$ cat config.mk
export PLATFORM = sky130hd
export DESIGN_NAME = countdown_timer
export DESIGN_NICKNAME = d
export VERILOG_FILES = /design/src/rtl/countdown_timer_pkg.sv /design/src/rtl/countdown_timer_sec_prescaler.sv /design/src/rtl/countdown_timer.sv
export SDC_FILE = /design/constraint.sdc
export NUM_CORES = 1
export LEC_CHECK = 0
export BUFFER_PORTS_ARGS = -buffer_cell sky130_fd_sc_hd__buf_2
export CORE_MARGIN = 2
export CORE_UTILIZATION = 58
export DETAILED_ROUTE_END_ITERATION = 10
export PLACE_DENSITY_LB_ADDON = 0.3
export SETUP_SLACK_MARGIN = 0.4
export SYNTH_ARGS = -nofsm -noshare
export SYNTH_HDL_FRONTEND = slang
export SYNTH_SLANG_ARGS = --single-unit
$ cat constraint.sdc
create_clock -name CLOCK_50 -period 2.8 [get_ports CLOCK_50]
set_input_delay 0.56 -clock CLOCK_50 [delete_from_list [all_inputs] [get_ports CLOCK_50]]
set_output_delay 0.56 -clock CLOCK_50 [all_outputs]
set_load 0.01 [all_outputs]
$ cat src/rtl/countdown_timer_pkg.sv
// countdown_timer_pkg: state encoding and default timing shared by the countdown timer.
package countdown_timer_pkg;
    typedef enum logic [1:0] {IDLE = 2'd0, RUN = 2'd1, DONE = 2'd2} state_t;
    localparam int DEFAULT_TICKS_PER_SEC = 50_000_000;
endpackage

$ cat src/rtl/countdown_timer_sec_prescaler.sv
// sec_prescaler: clock-cycle down-counter that flags the last cycle of each second while running.
module sec_prescaler
    import countdown_timer_pkg::*;
#(
    parameter int TICKS_PER_SEC = DEFAULT_TICKS_PER_SEC,
    parameter int PRESC_WIDTH   = 26
) (
    input  logic CLOCK_50,
    input  logic reset,
    input  logic clear,
    input  logic run,
    output logic terminal
);
    localparam logic [PRESC_WIDTH-1:0] RELOAD = PRESC_WIDTH'(TICKS_PER_SEC - 1);
    logic [PRESC_WIDTH-1:0] count;
    assign terminal = run && (count == '0);
    always_ff @(posedge CLOCK_50 or negedge reset) begin
        if (!reset)
            count <= RELOAD;
        else if (clear || terminal)
            count <= RELOAD;
        else if (run)
            count <= count - PRESC_WIDTH'(1);
    end
endmodule

$ cat src/rtl/countdown_timer.sv
// countdown_timer: loadable seconds countdown with pause, per-second tick and expiry pulse.
module countdown_timer
    import countdown_timer_pkg::*;
#(
    parameter int TICKS_PER_SEC = DEFAULT_TICKS_PER_SEC,
    parameter int PRESC_WIDTH   = 26
) (
    input  logic       CLOCK_50,
    input  logic       reset,
    input  logic       load,
    input  logic [4:0] load_value,
    input  logic       enable,
    output logic [4:0] sec_remaining,
    output logic       tick,
    output logic       expired,
    output logic       done
);
    state_t     state, next_state;
    logic [4:0] next_sec;
    logic       next_tick, next_expired, run, terminal;
    // load takes priority, so the prescaler never reports a terminal count on a load cycle
    assign run = (state == RUN) && enable && !load;
    sec_prescaler #(
        .TICKS_PER_SEC(TICKS_PER_SEC),
        .PRESC_WIDTH  (PRESC_WIDTH)
    ) u_presc (
        .CLOCK_50(CLOCK_50),
        .reset   (reset),
        .clear   (load),
        .run     (run),
        .terminal(terminal)
    );
    always_comb begin
        next_state   = state;
        next_sec     = sec_remaining;
        next_tick    = 1'b0;
        next_expired = 1'b0;
        if (load) begin
            next_sec     = load_value;
            next_state   = (load_value != 5'd0) ? RUN : DONE;
            next_expired = (load_value == 5'd0);
        end else if (terminal) begin
            next_tick    = 1'b1;
            next_sec     = (sec_remaining <= 5'd1) ? 5'd0 : sec_remaining - 5'd1;
            next_state   = (sec_remaining <= 5'd1) ? DONE : RUN;
            next_expired = (sec_remaining <= 5'd1);
        end
    end
    always_ff @(posedge CLOCK_50 or negedge reset) begin
        if (!reset) begin
            state         <= IDLE;
            sec_remaining <= 5'd0;
            tick          <= 1'b0;
            expired       <= 1'b0;
            done          <= 1'b0;
        end else begin
            state         <= next_state;
            sec_remaining <= next_sec;
            tick          <= next_tick;
            expired       <= next_expired;
            done          <= (next_state == DONE);
        end
    end
endmodule

==> reports/metrics.yaml, run 1 <==
place_congestion: 0.8819
fin_crit_ns: 2.311
first_global_vias: 1435
fin_skew_ns: 0.01346
ys_top_cells_by_area: "dfstp_2 25%, dfrtp_1 24%, xnor2_1 7.3%"
grt_pass1_wl_mm: 6.499
cts.sinks: 36
crit_fanout: 16
first_pass_iters: 5
fin_setup_tns_ns: 0
switching_share_pct: 26.04
synth.distinct_cells: 40
clk_pin_slew_ns: 0.11
die_area_um2: 3767
r2r_setup_slack_ns: 0.49
reg2reg_from: "u_presc.count[16]"
timing.rr.end: "state[1]"
antenna_found_initial: 0
syn_area_um2: 1909
nFillCells: 254
synth_common_cells: "21 x nand2_1, 20 x nor2_1, 18 x dfrtp_1, 18 x dfstp_2, 16 x xnor2_1"
synth-seq-area-share_pct: 48.36
ant_nets: 0
drive_gt1_share_pct: 25.79
top_usage_layer: "met2"
end_kind: "register"
crit_family: "simple AND/OR/NAND/NOR gates"
post_drt_wl_per_cell_um: 14.48
p_int_mw: 0.6602
die_h_um: 61.38
yosysTopAreaCell: "dfstp_2"
cts_tree: "done"
synth_ff_type: "dfstp_2"
power_leakage_nw: 0.8399
worstMarginPinSlew_ns: 0.7576
clock-root-buffer: "clkbuf_4"
critPathMaxStageDelay_ns: 0.60
grt_use_met2_pct: 37.23
portBuffers: 16
fmaxAchievable_ghz: 0.4327
slowest_stage: "or4_4"
power_frac_seq_pct: 61.0
yosys_warnings: 0
setup_viol_count_final: 0
finalCritPeriodShare_pct: 82.53
overflow: 0
vias: 1528
dpl.hpwl_mm: 2.730
path_common_cell: "or4_4"
maxSlewHeadroom_pct: 49.49
fin_util_pct: 68.19
p_comb_share_pct: 8.8
grt_max_degree: 37
die_x_um: 61.38
synth_most_common_cell: "nand2_1"
r2r_cells: 5
path_class: "reg -> reg"
met3_usage_pct: 7.353
finalNetCount: 232
routed_wirelength_mm: 3.836
synthCells: 198
synth_seq_cells: 36
syn2layout_area_growth_pct: 10.81
cp.arrival_ns: 2.55
drc: 0
start_util_pct: 61.53
worstHoldPathType: "in -> async"
synth_edf_count: 0
required_ns: 3.04
core_um2: 3103
ys_async_sr_fraction_pct: 100.0
clk_latency_ns: 0.35
status: "finished, final reports clean"
netlist.area_leader.share_pct: 24.77
gr-usage-met1_pct: 31.94
maxCapViolCount: 0
viasPerCell: 5.766
rows: 20
num_io_pins: 17
n_antenna_cell: 0
clockBufferDepth: 2
grt_use_total_pct: 24.09
htreeDepth: 2
maxSlewViolCount: 0
numCtsBuffers: 5
synthesis.nets: 210
cts_hold_buf: 0
hold_viol: 0
avgSynthCellArea_um2: 9.643
switchingPower_mw: 0.2324
path_buf_inv: 0
p_per_area_nw_per_um2: 421.9
rsz0062_at_grt: "no"
drt_iter0_drc: 153
ir_worst_vdd_mv: 0.3054
critPathLaunchType: "register"
p_clk_share_pct: 30.2
cp_cell_sequence: "or4_4 > or4_4 > nor2_4 > nor2_2 > a21o_1"
kinds of logic (layout without fill, tap and decap cells):
| kind of cell | count (synthesis) | count (layout) | synth area share, % |
|---|---|---|---|
| xor+xnor | 22 | 22 | 10.09 |
| compound gates | 23 | 23 | 7.733 |
| simple gates | 100 | 100 | 28.57 |
| fa+ha+maj | 3 | 3 | 1.966 |
| mux | 1 | 1 | 0.5897 |
| buf+inv | 13 | 36 | 2.687 |
| flops | 36 | 36 | 48.36 |
registers in the layout, summed over array words and instances (netlist names):
signal and flops:
sec_remaining 5, tick 1, expired 1, done 1, u_presc.count 26, state 2
power by group through the flow:
stage | sequential [mW] | combinational [mW] | clock [mW]
finish | 0.545 | 0.0783 | 0.269
global route | 0.546 | 0.0891 | 0.295
CTS | 0.544 | 0.0781 | 0.271
detailed placement | 0.553 | 0.0775 | 0
global placement | 0.552 | 0.0737 | 0
floorplan | 0.554 | 0.0409 | 0
worst reg2reg max path: stages (launching register included):
cell and delay [ns]:
dfrtp_1 0.42, or4_4 0.57, or4_4 0.60, nor2_4 0.21, nor2_2 0.18, a21o_1 0.21
how the worst max path moves through the flow:
stage	from	endpoint	slack [ns]	cells after the start
2_1_floorplan	load	u_presc.count[24]	0.57	5
3_3_place_gp	load	u_presc.count[24]	0.36	6
3_5_place_dp	load	u_presc.count[24]	0.27	6
4_1_cts	u_presc.count[16]	state[1]	0.49	5
5_1_grt	u_presc.count[16]	sec_remaining[1]	0.40	5
6_report	u_presc.count[16]	state[1]	0.49	5
layout make-up:
type / instances / area [µm²] / share of cell area (%)
Tap cell: 44 / 55.05 / 2.602
Inverter: 8 / 30.03 / 1.419
Timing Repair Buffer: 20 / 110.1 / 5.204
Clock inverter: 1 / 5.005 / 0.2365
Sequential cell: 36 / 923.4 / 43.64
Clock buffer: 7 / 45.04 / 2.129
Multi-Input combinational cell: 149 / 947.2 / 44.77
repair_timing:
item / in CTS / in global routing
hold endpoints to repair: 0 / 0
setup endpoints to repair: 1 / 4
setup buffers: 0 / 1
gates resized for setup: 1 / 2
pin swaps: 0 / 1
stage by stage:
step | setup WS [ns] | hold slack [ns] | cells | power, mW | cell area, µm²
final | 0.4892 | 0.2689 | 265 | 0.8926 | 2116
after global routing | 0.4010 | 0.3340 | 265 | 0.9300 | 2116
after CTS | 0.4898 | 0.3012 | 264 | 0.8936 | 2098
after detailed placement | 0.2694 | 0.5095 | 256 | 0.6306 | 2046
after global placement | 0.3572 | 0.4942 | 256 | 0.6257 | 2046
after floorplan | 0.5663 | 0.2644 | 198 | 0.5949 | 1909
cells in the final DEF (no fill, tap or decap), types with 2 or more instances in the layout:
cell,synthesis,layout
nand2_1,21,21
or2_2,3,3
a21oi_1,7,7
xor2_1,6,6
dfrtp_1,18,18
clkbuf_4,0,5
nor3_1,12,12
nand4_1,3,3
dfstp_2,18,18
buf_4,0,4
clkbuf_1,3,2
nand3_1,3,3
nand2b_1,5,5
xnor2_1,16,16
or3_1,7,6
o21ai_0,3,3
or4_1,3,3
or4_4,3,3
o21ai_1,2,2
nor2_1,20,19
inv_1,8,8
a31oi_1,2,2
nor2b_1,3,3
buf_2,2,16
nor4_1,10,10
and3_1,2,2
ha_1,3,3
layer usage:
layer  up-vias  share of wire [%]
li1        737                  -
met2        45                 47
met5         -                  0
met1       739                 46
met4         0                1.6
met3         7                5.5
(Power assumes the default switching activity.)
==> run 2, diff against run 1 <==
==> constraint.sdc (replaced) <==
create_clock -name CLOCK_50 -period 2.2 [get_ports CLOCK_50]
set_input_delay 0.44 -clock CLOCK_50 [delete_from_list [all_inputs] [get_ports CLOCK_50]]
set_output_delay 0.44 -clock CLOCK_50 [all_outputs]
set_load 0.01 [all_outputs]
==> reports/metrics.yaml, run 2 (same netlist as run 1, synthesis figures left out) <==
reg_top3: "u_presc.count x26, sec_remaining x5, state x2"  # unchanged
crit_fanout: 8  # was 16
cp_cell_sequence: "or4_4 > or4_4 > nor2_4 > buf_12 > o21ai_2 > mux2_2"  # was or4_4 > or4_4 > nor2_4 > nor2_2 > a21o_1
portBuffers: 16  # unchanged
fin_util_pct: 77.98  # was 68.19%
timing.rr.end: "sec_remaining[1]"  # was state[1]
crit_path_end: "sec_remaining[1]"  # was state[1]
finalNetCount: 246  # was 232
first_pass_iters: 4  # was 5
setup_viol_count_final: 2  # was 0
path_class: "reg -> reg"  # unchanged
overflow: 0  # unchanged
clock-root-buffer: "clkbuf_4"  # unchanged
vias: 1674  # was 1528
critPathMaxStageDelay_ns: 0.58  # was 0.60 ns
violations: "negative setup slack"
worstHoldPathType: "in -> async"  # unchanged
rsz0062_at_grt: "yes"  # was no
place_congestion: 0.8747  # was 0.8819
post-place-ws_ns: -0.01548  # was 0.2694 ns
grt_pass1_wl_mm: 7.003  # was 6.499 mm
power_mw: 1.195  # was 0.8926 mW
drive_gt1_share_pct: 44.68  # was 25.79%
maxSlewHeadroom_pct: 48.65  # was 49.49%
die_h_um: 61.38  # unchanged
multi_input_area_um2: 1106  # was 947.2 µm²
fin_area_um2: 2420  # was 2116 µm²
r2r_setup_slack_ns: -0.03  # was 0.49 ns
first_global_vias: 1527  # was 1435
critPathLaunchType: "register"  # unchanged
required_ns: 2.44  # was 3.04 ns
maxCapViolCount: 0  # unchanged
path_common_cell: "or4_4"  # unchanged
numCtsBuffers: 5  # unchanged
worstMarginPinSlew_ns: 0.7703  # was 0.7576 ns
final_cell_mix: "18 x dfrtp_1, 18 x dfstp_2, 16 x xnor2_1, 16 x buf_2, 12 x nor2_1"  # was 21 x nand2_1, 19 x nor2_1, 18 x dfrtp_1, 18 x dfstp_2
die_x_um: 61.38  # unchanged
rows: 20  # unchanged
ir_worst_vdd_mv: 0.3917  # was 0.3054 mV
holdWs_ns: 0.1486  # was 0.2689 ns
place_inst: 259  # was 256
syn2layout_area_growth_pct: 26.74  # was 10.81%
slowest_stage: "or4_4"  # unchanged
n_antenna_cell: 0  # unchanged
largest-register: "u_presc.count"  # unchanged
status: "complete, but fails checks"  # was finished, final reports clean
ant_nets: 0  # unchanged
cts_tree: "done"  # unchanged
antenna_found_initial: 0  # unchanged
layout_setup_ws_ns: -0.03208  # was 0.4892 ns
routed_wirelength_mm: 4.665  # was 3.836 mm
cp-startpoint: "u_presc.count[17]"  # was u_presc.count[16]
seq_area_um2: 923.4  # unchanged
cp.arrival_ns: 2.47  # was 2.55 ns
finalCritPeriodShare_pct: 101.5  # was 82.53%
clk_latency_ns: 0.35  # about the same
fin_skew_ns: 0.01678  # was 0.01346 ns
drt_iter0_drc: 173  # was 153
die_area_um2: 3767  # unchanged
power_leakage_nw: 0.9380  # was 0.8399 nW
htreeDepth: 2  # unchanged
clockBufferDepth: 2  # unchanged
largest_reg_flops: 26  # unchanged
viasPerCell: 6.000  # was 5.766
end_kind: "register"  # unchanged
dpl.hpwl_mm: 2.862  # was 2.730 mm
reg2reg_from: "u_presc.count[17]"  # was u_presc.count[16]
fin_setup_tns_ns: -0.04600  # was 0 ns
r2r_cells: 6  # was 5
hold_viol: 0  # unchanged
num_io_pins: 17  # unchanged
cts.sinks: 36  # unchanged
drc: 0  # unchanged
nFillCells: 199  # was 254
post_drt_wl_per_cell_um: 16.72  # was 14.48 µm
grt_use_total_pct: 25.13  # was 24.09%
fin_cells: 279  # was 265
grt_max_degree: 37  # unchanged
fmaxAchievable_ghz: 0.4480  # was 0.4327 GHz
post_dp_cell_area_um2: 2116  # was 2046 µm²
maxSlewViolCount: 0  # unchanged
clk_pin_slew_ns: 0.12  # was 0.11 ns
start_util_pct: 61.53  # unchanged
p_per_area_nw_per_um2: 493.9  # was 421.9 nW/µm²
core_um2: 3103  # unchanged
fin_crit_ns: 2.232  # was 2.311 ns
-- run 2: layer usage --
layer / share of wire [%] / vias up / global-route usage [%]
met3: 5.8 / 12 / 6.092
met1: 40 / 812 / 32.21
met2: 52 / 79 / 41.64
li1: - / 771 / -
met4: 2.1 / 0 / 9.119
met5: 0 / - / 0
-- run 2: final cells by class --
type                            instances  area share (%)
Clock buffer                            8           2.430
Timing Repair Buffer                   33           10.19
Multi-Input combinational cell        150           45.71
Inverter                                8           1.241
Tap cell                               44           2.275
Sequential cell                        36           38.16
-- run 2: timing repair --
action | CTS | global route
gates cloned | 0 | 2
hold buffers | 0 | 0
pin swaps | 4 | 14
setup buffers | 4 | 6
endpoints found under the setup margin | 35 | 36
gates resized for setup | 10 | 34
-- run 2: critical path: cells and delay by family (launching register included) --
family,cells,cell delay (ns)
mux,1,0.26
buf+inv,1,0.14
compound gates,1,0.05
flops,1,0.40
simple gates,3,1.27
-- run 2: worst min-delay path by stage --
stage | start | endpoint | slack, ns | cells after the start
after global placement | u_presc.count[0] | u_presc.count[0] | 0.50 | 2
after global routing | reset | sec_remaining[2] | 0.20 | 1
after detailed placement | u_presc.count[0] | u_presc.count[0] | 0.51 | 2
after CTS | reset | sec_remaining[2] | 0.16 | 1
final | reset | sec_remaining[2] | 0.15 | 1
after floorplan | reset | done | 0.14 | 0
-- run 2: power by group --
part / internal [mW] / switching [mW] / leakage (nW)
clock network: 0.158 / 0.218 / 0.0326
logic: 0.0512 / 0.0759 / 0.482
registers: 0.678 / 0.0147 / 0.423
